### src/rtl/mem_port_arbiter_pkg.sv
// Shared definitions for the memory port arbiter.
// Holds the owner tag type, the address/data width and the default number
// of outstanding reads.
package mem_port_arbiter_pkg;

    localparam int unsigned AW            = 16;
    localparam int unsigned DEPTH_DEFAULT = 4;

    // Encoding is relied on by owner_fifo: stored bit 0 = fetch, 1 = load
    typedef enum logic {
        OWN_F = 1'b0,
        OWN_L = 1'b1
    } owner_e;

endpackage

### src/rtl/mem_port_arbiter_owner_fifo.sv
// owner_fifo: in-order record of who issued each outstanding memory read.
// Ports:
//   clk, rst            clock, asynchronous active-high reset
//   push, push_owner    record a new read and its owner
//   pop                 retire the head entry (memory response arrived)
//   flush               invalidate every fetch-owned entry, head included
//   full, empty         occupancy status
//   head_owner          owner of the head entry
//   head_valid          head entry still wants its response (flush applied)
module owner_fifo
    import mem_port_arbiter_pkg::*;
#(
    parameter int unsigned DEPTH = DEPTH_DEFAULT
) (
    input  logic   clk,
    input  logic   rst,
    input  logic   push,
    input  owner_e push_owner,
    input  logic   pop,
    input  logic   flush,
    output logic   full,
    output logic   empty,
    output owner_e head_owner,
    output logic   head_valid
);

    localparam int unsigned PW = $clog2(DEPTH);
    localparam int unsigned CW = PW + 1;

    logic [PW-1:0]    rd_ptr_q, rd_ptr_d;
    logic [PW-1:0]    wr_ptr_q, wr_ptr_d;
    logic [CW-1:0]    count_q, count_d;
    logic [DEPTH-1:0] valid_q, valid_d;
    logic [DEPTH-1:0] owner_q, owner_d;
    logic             pop_ok, push_ok;

    assign full       = (count_q == CW'(DEPTH));
    assign empty      = (count_q == '0);
    assign head_owner = owner_e'(owner_q[rd_ptr_q]);
    // A flush in the pop cycle kills the head response too
    assign head_valid = valid_q[rd_ptr_q] & ~(flush & (head_owner == OWN_F));

    assign pop_ok  = pop & ~empty;
    assign push_ok = push & (~full | pop_ok);

    // Next-state: flush clear, then pop, then push so a same-cycle push survives
    always_comb begin
        rd_ptr_d = rd_ptr_q;
        wr_ptr_d = wr_ptr_q;
        count_d  = count_q;
        owner_d  = owner_q;
        // Owner bit 1 means load, so ANDing keeps only load entries valid
        valid_d  = flush ? (valid_q & owner_q) : valid_q;

        if (pop_ok) begin
            valid_d[rd_ptr_q] = 1'b0;
            rd_ptr_d          = rd_ptr_q + PW'(1);
        end
        if (push_ok) begin
            owner_d[wr_ptr_q] = (push_owner == OWN_L);
            valid_d[wr_ptr_q] = 1'b1;
            wr_ptr_d          = wr_ptr_q + PW'(1);
        end

        case ({push_ok, pop_ok})
            2'b10:   count_d = count_q + CW'(1);
            2'b01:   count_d = count_q - CW'(1);
            default: count_d = count_q;
        endcase
    end

    // State registers
    always_ff @(posedge clk or posedge rst) begin
        if (rst) begin
            rd_ptr_q <= '0;
            wr_ptr_q <= '0;
            count_q  <= '0;
            valid_q  <= '0;
            owner_q  <= '0;
        end else begin
            rd_ptr_q <= rd_ptr_d;
            wr_ptr_q <= wr_ptr_d;
            count_q  <= count_d;
            valid_q  <= valid_d;
            owner_q  <= owner_d;
        end
    end

endmodule

### src/rtl/mem_port_arbiter.sv
// mem_port_arbiter: shares one memory read port between fetch and load units.
// Grants and response routing are combinational; an owner FIFO remembers the
// order of outstanding reads so in-order responses reach the right unit.
// Ports:
//   clk, rst                               clock, asynchronous active-high reset
//   f_re, f_raddr / f_grant                fetch request / accept
//   f_ready, f_addr, f_data                fetch response
//   l_re, l_raddr / l_grant                load request / accept
//   l_ready, l_addr, l_data                load response
//   f_flush                                drop all outstanding fetch responses
//   mem_re, mem_raddr                      shared memory read port
//   mem_ready, mem_addr_out, mem_data_out  in-order memory response
//   err                                    sticky: response with nothing outstanding
// Build option: MEM_ARB_RR_EN selects round-robin instead of load priority.
module mem_port_arbiter
    import mem_port_arbiter_pkg::*;
#(
    parameter int unsigned DEPTH = DEPTH_DEFAULT
) (
    input  logic          clk,
    input  logic          rst,
    input  logic          f_re,
    input  logic [AW-1:0] f_raddr,
    output logic          f_grant,
    output logic          f_ready,
    output logic [AW-1:0] f_addr,
    output logic [AW-1:0] f_data,
    input  logic          l_re,
    input  logic [AW-1:0] l_raddr,
    output logic          l_grant,
    output logic          l_ready,
    output logic [AW-1:0] l_addr,
    output logic [AW-1:0] l_data,
    input  logic          f_flush,
    output logic          mem_re,
    output logic [AW-1:0] mem_raddr,
    input  logic          mem_ready,
    input  logic [AW-1:0] mem_addr_out,
    input  logic [AW-1:0] mem_data_out,
    output logic          err
);

    logic   full, empty, head_valid;
    owner_e head_owner, push_owner;
    logic   pop, can_grant, l_wins;
    logic   err_q, err_d;

    assign pop        = mem_ready & ~empty;
    // A full FIFO can still accept when the head leaves this cycle
    assign can_grant  = ~full | pop;
    assign push_owner = l_grant ? OWN_L : OWN_F;

`ifdef MEM_ARB_RR_EN
    logic l_next_q, l_next_d;

    // Pointer flips toward the unit that did not win the latest grant
    always_comb begin
        l_next_d = l_next_q;
        if (f_grant) begin
            l_next_d = 1'b1;
        end else if (l_grant) begin
            l_next_d = 1'b0;
        end
    end

    always_ff @(posedge clk or posedge rst) begin
        if (rst) begin
            l_next_q <= 1'b0;
        end else begin
            l_next_q <= l_next_d;
        end
    end

    assign l_wins = l_next_q;
`else
    assign l_wins = 1'b1;
`endif

    // Arbitration, memory request and response routing
    always_comb begin
        f_grant   = 1'b0;
        l_grant   = 1'b0;
        mem_raddr = '0;
        f_ready   = 1'b0;
        f_addr    = '0;
        f_data    = '0;
        l_ready   = 1'b0;
        l_addr    = '0;
        l_data    = '0;

        if (!rst && can_grant) begin
            if (l_re && (l_wins || !f_re)) begin
                l_grant = 1'b1;
            end else if (f_re) begin
                f_grant = 1'b1;
            end
        end

        if (l_grant) begin
            mem_raddr = l_raddr;
        end else if (f_grant) begin
            mem_raddr = f_raddr;
        end

        if (pop && head_valid) begin
            if (head_owner == OWN_F) begin
                f_ready = 1'b1;
                f_addr  = mem_addr_out;
                f_data  = mem_data_out;
            end else begin
                l_ready = 1'b1;
                l_addr  = mem_addr_out;
                l_data  = mem_data_out;
            end
        end
    end

    assign mem_re = f_grant | l_grant;

    // Sticky error on a response nobody asked for
    always_comb begin
        err_d = err_q | (mem_ready & empty);
    end

    always_ff @(posedge clk or posedge rst) begin
        if (rst) begin
            err_q <= 1'b0;
        end else begin
            err_q <= err_d;
        end
    end

    assign err = err_q;

    owner_fifo #(
        .DEPTH (DEPTH)
    ) u_owner_fifo (
        .clk        (clk),
        .rst        (rst),
        .push       (mem_re),
        .push_owner (push_owner),
        .pop        (pop),
        .flush      (f_flush),
        .full       (full),
        .empty      (empty),
        .head_owner (head_owner),
        .head_valid (head_valid)
    );

endmodule
### config.mk
export PLATFORM = sky130hd
export DESIGN_NAME = mem_port_arbiter
export DESIGN_NICKNAME = d
export VERILOG_FILES = /design/src/rtl/mem_port_arbiter_pkg.sv /design/src/rtl/mem_port_arbiter_owner_fifo.sv /design/src/rtl/mem_port_arbiter.sv
export SDC_FILE = /design/constraint.sdc
export NUM_CORES = 1
export LEC_CHECK = 0
export ABC_CLOCK_PERIOD_IN_PS = 5000
export CAP_MARGIN = 20
export CORE_ASPECT_RATIO = 0.8
export CORE_MARGIN = 2
export CORE_UTILIZATION = 33
export CTS_BUF_LIST = sky130_fd_sc_hd__clkbuf_16
export DETAILED_ROUTE_END_ITERATION = 12
export GPL_ROUTABILITY_DRIVEN = 0
export PLACE_DENSITY_LB_ADDON = 0.15
export SLEW_MARGIN = 20
export SYNTH_ARGS = -nofsm -noshare
export SYNTH_HDL_FRONTEND = slang
export SYNTH_SLANG_ARGS = --single-unit
### constraint.sdc
create_clock -name clk -period 5 [get_ports clk]
set_clock_uncertainty 0.05 [all_clocks]
set_input_delay 0.5 -clock clk [delete_from_list [all_inputs] [get_ports clk]]
set_output_delay 0.5 -clock clk [all_outputs]
set_load 0.005 [all_outputs]
==> Flow_metrics.wiki <==
{| class="wikitable"
! Metric !! Value
|-
| Number of filler cells placed in the layout || ~390
|-
| PwrDens || 300.0 mW/mm^2
|-
| Category of the most critical setup path || in2out
|-
| Clock network latency to the later pin of the worst-skew pair || around 0.24 ns
|-
| Hold/Removal Path Class || reg2reg
|-
| Placeable core region || 0.004707 sq mm
|-
| Predominant post-synthesis flop cell || sky130_fd_sc_hd__dfrtp_1
|-
| Area growth from synthesis to final layout || 98.86%
|-
| Final-layout setup total negative slack || 0 ns
|-
| Leakage component of the power || 1.320 nW
|-
| Leading area contributor after synthesis || sky130_fd_sc_hd__dfrtp_1
|-
| RSZ-0062 raised after global routing || false
|-
| DR vias || roughly 1,900
|-
| Worst slew margin relative to its limit || 52.54%
|-
| Initial cell density of the core || 35.01%
|-
| Die outline width || 83.01 um
|-
| Post-synthesis async set-or-reset flop share || 100.0%
|-
| Number of global-route vias before repair || 1,637
|-
| Highest net fanout along the worst path || 33
|-
| Area of the die || 0.005578 sq mm
|-
| Clock power share || 15.9%
|-
| Commonest cells in the synthesized netlist || 54 x sky130_fd_sc_hd__and2_1, 19 x sky130_fd_sc_hd__nor2_1, 16 x sky130_fd_sc_hd__a22oi_1, 16 x sky130_fd_sc_hd__dfrtp_1, 12 x sky130_fd_sc_hd__and2_2
|-
| Max-Cap Viols || 0
|-
| Post-CTS Hold Fix Bufs || 0
|-
| Antenna Diode Count || 0
|-
| Worst reg2reg endpoint || u_owner_fifo.count_q[2]
|-
| Post-route DRC || 0
|-
| TritonCTS Buffers || 3
|-
| Transition time at the pin with the least slew margin || 0.7086 ns
|-
| DRT Wirelength || ~6100 um
|-
| Largest net degree at the start of global routing || 34
|-
| Floorplan row count || 22
|-
| Global route overflow || 0
|-
| Number of endpoints failing setup at the final stage || 0
|-
| Clock root cell || sky130_fd_sc_hd__clkbuf_16
|-
| Number of input and output port buffers inserted || 155
|-
| Combinational cell fraction of total power || approximately 58%
|-
| Clock tree from TritonCTS || done
|-
| First-pass iteration count of the detailed router || 4
|-
| Post-route cell area || 0.003277 sq mm
|-
| Net count after synthesis || 274
|-
| Post-layout net count || 421
|-
| Max Transition Viols Final || 0
|-
| Cell area after technology mapping || 0.001648 sq mm
|-
| Number of cells produced by synthesis || 194
|-
| Via-to-Cell Ratio || 4.690
|-
| Register bit total from synthesis || 16
|-
| Power share of the sequential group || 26.4%
|-
| HPWL after DPL || 4975 um
|-
| Worst setup EP type || output pin
|-
| Top-area cell type share of the netlist area || between 20% and 30%
|-
| Setup Fix Bufs, Post-CTS || 0
|-
| Netlist cell types || 31
|-
| Worst setup path end || l_data[0]
|-
| Power, Total || 0.9830 mW
|-
| Run status || completed
|-
| Final std cells w/o fill || 400
|-
| DRT antenna net count || 0
|-
| Total routing usage reported by global routing || between 20% and 30%
|-
| Required time of the critical path || 4.45 ns
|-
| Clock Pin Slew Worst Setup and Hold Paths || 0.05 ns
|-
| Average size of a mapped cell || between 8 and 9 sq um
|-
| Sequential-to-total area share from yosys stat || 24.30%
|-
| Final Core Density || 69.62%
|-
| Sw power || 0.3329 mW
|-
| R2r setup slk || ~2.6 ns
|-
| Most numerous cell in the Yosys netlist || sky130_fd_sc_hd__and2_1
|-
| Kind of start point of the critical path || input port
|-
| EDFF count, synth || 0
|-
| Worst R2R Path Depth || 9
|-
| Detailed-route wire length per cell || around 15 um
|-
| Crit Reg-Reg Startpoint || u_owner_fifo.count_q[0]
|-
| Die outline height || roughly 67 um
|-
| Clk buf depth || 2
|-
| Global-route wire length before repair || 9101 um
|-
| Arrival time reported for the critical path endpoint || 2.72 ns
|-
| Ys Warns || 0
|-
| Ratio of cells with drive above 1 in the final layout || 8.529%
|-
| Number of antenna violations at the first check in global routing || 0
|-
| H-Tree Level Count || 1
|-
| Net switching share of the total power || 33.87%
|-
| Boundary pin count || 156
|-
| Peak supply drop || approximately 290 uV
|-
| Highest Clock Rate || around 310 MHz
|-
| First DRT Iteration DRCs || 85
|-
| Final Hold Viols || 0
|-
| Clk sink count || 16
|-
| Number of placed instances, taps included || between 300 and 400
|-
| Final period util || roughly two thirds
|-
| PostCTS Resize Cnt || 0
|-
| Cell-internal power || 0.6501 mW
|-
| Crit. Startpoint || mem_ready
|-
| Post-route minimum period || 3.266 ns
|-
| Cell types occupying the most area after synthesis || sky130_fd_sc_hd__dfrtp_1 24%, sky130_fd_sc_hd__and2_1 21%, sky130_fd_sc_hd__a22oi_1 7.3%
|-
| DP Area || 0.003196 sq mm
|}
==> area by class of cell <==
type	instances	area, sq um	area share [%]
inverter	9	33.78	1.031
tap	60	75.07	2.291
multi-input combinational	155	1130	34.48
timing repair buffer	156	1559	47.58
sequential	16	400.4	12.22
clock buffer	3	75.07	2.291
clock inverter	1	3.754	0.1145
==> sequential cells by signal, summed over array words and instances, names as in the netlist <==
| signal | flops |
|---|---|
| err | 1 |
| u_owner_fifo.count_q | 3 |
| u_owner_fifo.wr_ptr_q | 2 |
| u_owner_fifo.valid_q | 4 |
| u_owner_fifo.rd_ptr_q | 2 |
| u_owner_fifo.owner_q | 4 |
==> how the worst min path moves through the flow <==
stage	startpoint	end	depth (start not counted)
CTS	err	err	1
global placement	err	err	1
finish	err	err	1
detailed placement	err	err	1
floorplan	err	err	1
global route	err	err	1
==> metal layers <==
metal	share of wire (%)	wire length, um	GRT usage [%]	vias to the layer above
met5	0	0	0	-
met4	0.18	11	3.484	0
met3	5.3	319	4.034	2
met2	51	3080	36.09	73
met1	44	2643	26.12	858
li1	-	-	-	943
==> kinds of logic after synthesis <==
group,after synthesis,share of synthesized area (%)
compound gates,31,15.26
xor+xnor,5,2.658
fa+ha+maj,10,8.049
buf+inv,23,7.289
flops,16,24.30
mux,4,4.024
simple gates,105,38.42
==> cell usage in the layout, fill, tap and decap left out, types with 2 or more instances in the layout <==
cell                              synthesis  final
sky130_fd_sc_hd__clkdlybuf4s50_1          0    155
sky130_fd_sc_hd__and2_1                  54     54
sky130_fd_sc_hd__nor2_1                  19     19
sky130_fd_sc_hd__a22oi_1                 16     16
sky130_fd_sc_hd__dfrtp_1                 16     16
sky130_fd_sc_hd__and2_2                  12     12
sky130_fd_sc_hd__inv_1                    9      9
sky130_fd_sc_hd__nand2_1                  9      9
sky130_fd_sc_hd__ha_1                     9      9
sky130_fd_sc_hd__o31a_1                   5      5
sky130_fd_sc_hd__a31o_2                   4      4
sky130_fd_sc_hd__nand2b_1                 4      4
sky130_fd_sc_hd__a32o_1                   4      4
sky130_fd_sc_hd__xnor2_1                  3      3
sky130_fd_sc_hd__clkbuf_16                0      3
sky130_fd_sc_hd__mux4_2                   2      2
sky130_fd_sc_hd__xor2_1                   2      2
==> power groups by stage <==
| stage | clock network (mW) | logic (mW) | registers [mW] |
|---|---|---|---|
| final | 0.156 | 0.567 | 0.260 |
| after global routing | 0.167 | 0.627 | 0.271 |
| after CTS | 0.160 | 0.572 | 0.260 |
| after detailed placement | 0 | 0.564 | 0.262 |
| after global placement | 0 | 0.557 | 0.258 |
| after floorplan | 0 | 0.326 | 0.244 |
==> critical path: stages <==
cell and delay [ns]:
sky130_fd_sc_hd__clkdlybuf4s50_1 0.55, sky130_fd_sc_hd__o31a_1 0.39, sky130_fd_sc_hd__and3_2 0.55, sky130_fd_sc_hd__and2_1 0.21
sky130_fd_sc_hd__clkdlybuf4s50_1 0.50
==> stage by stage <==
stage                     worst slack [ns]  hold slack [ns]
after floorplan                      2.837           0.4010
after global placement               1.713           0.3941
after detailed placement             1.606           0.3968
after CTS                            1.601           0.4168
after global routing                 1.587           0.4298
final                                1.734           0.4057
Note: power is estimated with default switching activity, not from simulation.
